==> config.mk <==
export PLATFORM = sky130hd
export DESIGN_NAME = bcd_step
export DESIGN_NICKNAME = d
export VERILOG_FILES = /design/src/rtl/bcd_chk_pkg.sv /design/src/rtl/bcd_step.sv
export SDC_FILE = /design/constraint.sdc
export NUM_CORES = 1
export LEC_CHECK = 0
export CORE_AREA = 2 2 39 41
export DETAILED_ROUTE_END_ITERATION = 8
export DIE_AREA = 0 0 41 43
export PLACE_DENSITY = 0.36
export SYNTH_ARGS = -nofsm -noshare
export SYNTH_HDL_FRONTEND = slang
export SYNTH_SLANG_ARGS = --single-unit
==> constraint.sdc <==
create_clock -name vclk -period 1.6
set_clock_uncertainty 0.15 [all_clocks]
set_input_delay 0.24 -clock vclk [all_inputs]
set_output_delay 0.24 -clock vclk [all_outputs]
set_load 0.005 [all_outputs]
==> src/rtl/bcd_chk_pkg.sv <==
// Shared types and constants for the BCD sequence checker.
package bcd_chk_pkg;

  typedef enum logic {
    SYNC  = 1'b0,
    TRACK = 1'b1
  } state_e;

  localparam logic [1:0] ERR_NONE    = 2'b00;
  localparam logic [1:0] ERR_ILLEGAL = 2'b01;
  localparam logic [1:0] ERR_SEQ     = 2'b10;

  localparam logic [3:0] BCD_MAX = 4'd9;

  function automatic logic is_bcd(input logic [3:0] d);
    return d <= BCD_MAX;
  endfunction

endpackage

==> src/rtl/bcd_step.sv <==
// One BCD counting step: next digit in the given direction plus a wrap flag
// (9->0 going up, 0->9 going down).
module bcd_step
  import bcd_chk_pkg::*;
(
  input  logic [3:0] i_digit,
  input  logic       i_up,
  output logic [3:0] o_next,
  output logic       o_wrap
);

  // NOTE: every output gets a value on every path through always_comb, so no latch is inferred.
  always_comb begin
    o_wrap = i_up ? (i_digit == BCD_MAX) : (i_digit == 4'd0);
    if (o_wrap) begin
      o_next = i_up ? 4'd0 : BCD_MAX;
    end else begin
      o_next = i_up ? (i_digit + 4'd1) : (i_digit - 4'd1);
    end
  end

endmodule

==> impl_metrics.env <==
export IMPL_fin_tns_setup_ns=-0.01446
export IMPL_die_area_um2=1763
export IMPL_track_usage_pct=8.108
export IMPL_cap_violations=0
export IMPL_worstPathRequired_ns=1.21
export IMPL_finalSetupViolCount=2
export IMPL_initial_core_util_pct=12.48
export IMPL_grt_overflow=0
export IMPL_synth_top_area_share_pct=14.49
export IMPL_placed_cells=58
export IMPL_dpl_instance_area_um2=352.8
export IMPL_cp_start_kind="input port"
export IMPL_io_buffers=10
export IMPL_yosysUniqueCellTypes=15
export IMPL_antenna_found_initial=0
export IMPL_seq_cells=0
export IMPL_cp_arrival_ns=1.22
export IMPL_fmax_mhz=621.4
export IMPL_crit_path_end_kind="primary output"
export IMPL_postLayoutCoreUtil_pct=27.94
export IMPL_fp_dieH_um=43
export IMPL_grt_pass1_wl_um=1062
export IMPL_fin_area_um2=386.6
export IMPL_gp_congestion=0.7064
export IMPL_insertedDiodeCount=0
export IMPL_fin_ws_ns=-0.009229
export IMPL_die_width_um=41
export IMPL_yosysWarnings=0
export IMPL_drt_pass1_iter_count=2
export IMPL_ys_top_cells_by_area="ha_1 (14%), fa_1 (12%), nand3_1 (12%)"
export IMPL_layout_min_cycle_time_ns=1.609
export IMPL_pin_count=10
export IMPL_multi_input_area_um2=211.5
export IMPL_path_class="input port to primary output"
export IMPL_nFillCells=159
export IMPL_slew_violations=0
export IMPL_yosysTopAreaCell="ha_1"
export IMPL_drtIter0Drc=1
export IMPL_power_ir_vdd_worst_mv=0.07622
export IMPL_drc=0
export IMPL_power_density_nw_per_um2=296.2
export IMPL_hpwlAfterDp_um=452.5
export IMPL_seqCellArea_um2=0
export IMPL_p_leak_uw=0.0001959
export IMPL_post_drt_via_cell_ratio=4.117
export IMPL_synthCells=24
export IMPL_grt_max_degree=7
export IMPL_synth_area_per_cell_um2=7.194
export IMPL_syn_to_final_growth_pct=123.9
export IMPL_ys_seq_area_share_pct=0
export IMPL_status="finished with violations"
export IMPL_rsz0062_at_grt="true"
export IMPL_clock_buffers=0
export IMPL_final_nets=54
export IMPL_grt_pass1_vias=269
export IMPL_violations="setup timing"
export IMPL_final_cell_count_no_fill=60
export IMPL_vias=247
export IMPL_ant_nets=0
export IMPL_wl_per_cell_um=9.700
export IMPL_path_max_fanout=3
export IMPL_layout_common_cells="buf_4 (9), buf_2 (6), nor2_1 (4)"
export IMPL_power_uw=114.5
export IMPL_tightest_slew_ns=0.1395
export IMPL_rows=14
export IMPL_mostFrequentLayoutCell="buf_4"
export IMPL_core_area_um2=1384
export IMPL_period_share_pct=100.6
export IMPL_maxSlewHeadroom_pct=90.67
export IMPL_hp_class="input port to primary output"
export IMPL_layout_drive_gt1_share_pct=63.64
export IMPL_wirelength_um=582
export IMPL_synthesis_nets=32
export IMPL_netlist_area_um2=172.7
export IMPL_hold_viol_final=0
==> cell usage after synthesis, drive strengths merged <==
library cell  count
ha                2
or3               1
o211a             2
inv               2
nand4             1
fa                1
nor2b             1
a21oi             1
a22oi             1
or2b              1
nand3             4
a21boi            1
nor2              4
xnor2             1
nand2b            1
==> path summary, 6_finish.rpt <==
| check | start | endpoint | slack, ns | depth (start not counted) |
|---|---|---|---|---|
| max | i_up | o_next[1] | -0.009 | 6 |
| min | i_digit[3] | o_wrap | 0.78 | 4 |
==> worst max-delay path: stages <==
cell     delay, ns
buf_6         0.07
inv_2         0.05
buf_4         0.13
fa_2          0.51
nor2b_4       0.12
buf_2         0.10
==> metal layers <==
metal,up-vias,global-route usage [%],part of all wire (%)
li1,128,-,-
met1,109,10.19,39
met2,10,14.37,49
met3,0,1.571,12
met4,0,0,0
met5,-,0,0
==> through the flow <==
step | worst slack (ns) | hold slack, ns
final | -0.009229 | 0.7751
after global routing | -0.06173 | 0.8596
after CTS | -0.04810 | 0.8512
after detailed placement | -0.8945 | 1.421
after global placement | -0.9162 | 1.414
after floorplan | 0.1174 | 0.3721
==> what timing repair did <==
item | 4_1_cts | 5_1_grt
pin swaps | 7 | 5
hold buffers | 0 | 0
setup endpoints to repair | 5 | 5
gates resized for setup | 40 | 6
buffers inserted | 2 | 0
==> where the power goes <==
part	total, uW	internal (uW)	switching [uW]
logic	115	68.0	46.5
clock network	0	0	0
registers	0	0	0
==> cell families after synthesis <==
logic type	count (synthesis)	synth area share, %
and+or+nand+nor	13	39.14
AOI/OAI and AO/OA	5	25.36
adders and majority gates	3	26.09
buffers and inverters	2	4.349
xor gates and xnor gates	1	5.073
==> final cells by class <==
| cell class | instances | area share, % |
|---|---|---|
| multi-input cells | 22 | 54.69 |
| well taps | 16 | 5.178 |
| repair buffers | 20 | 38.19 |
| inverters | 2 | 1.942 |
No activity file was read; power rests on OpenSTA's default activity.
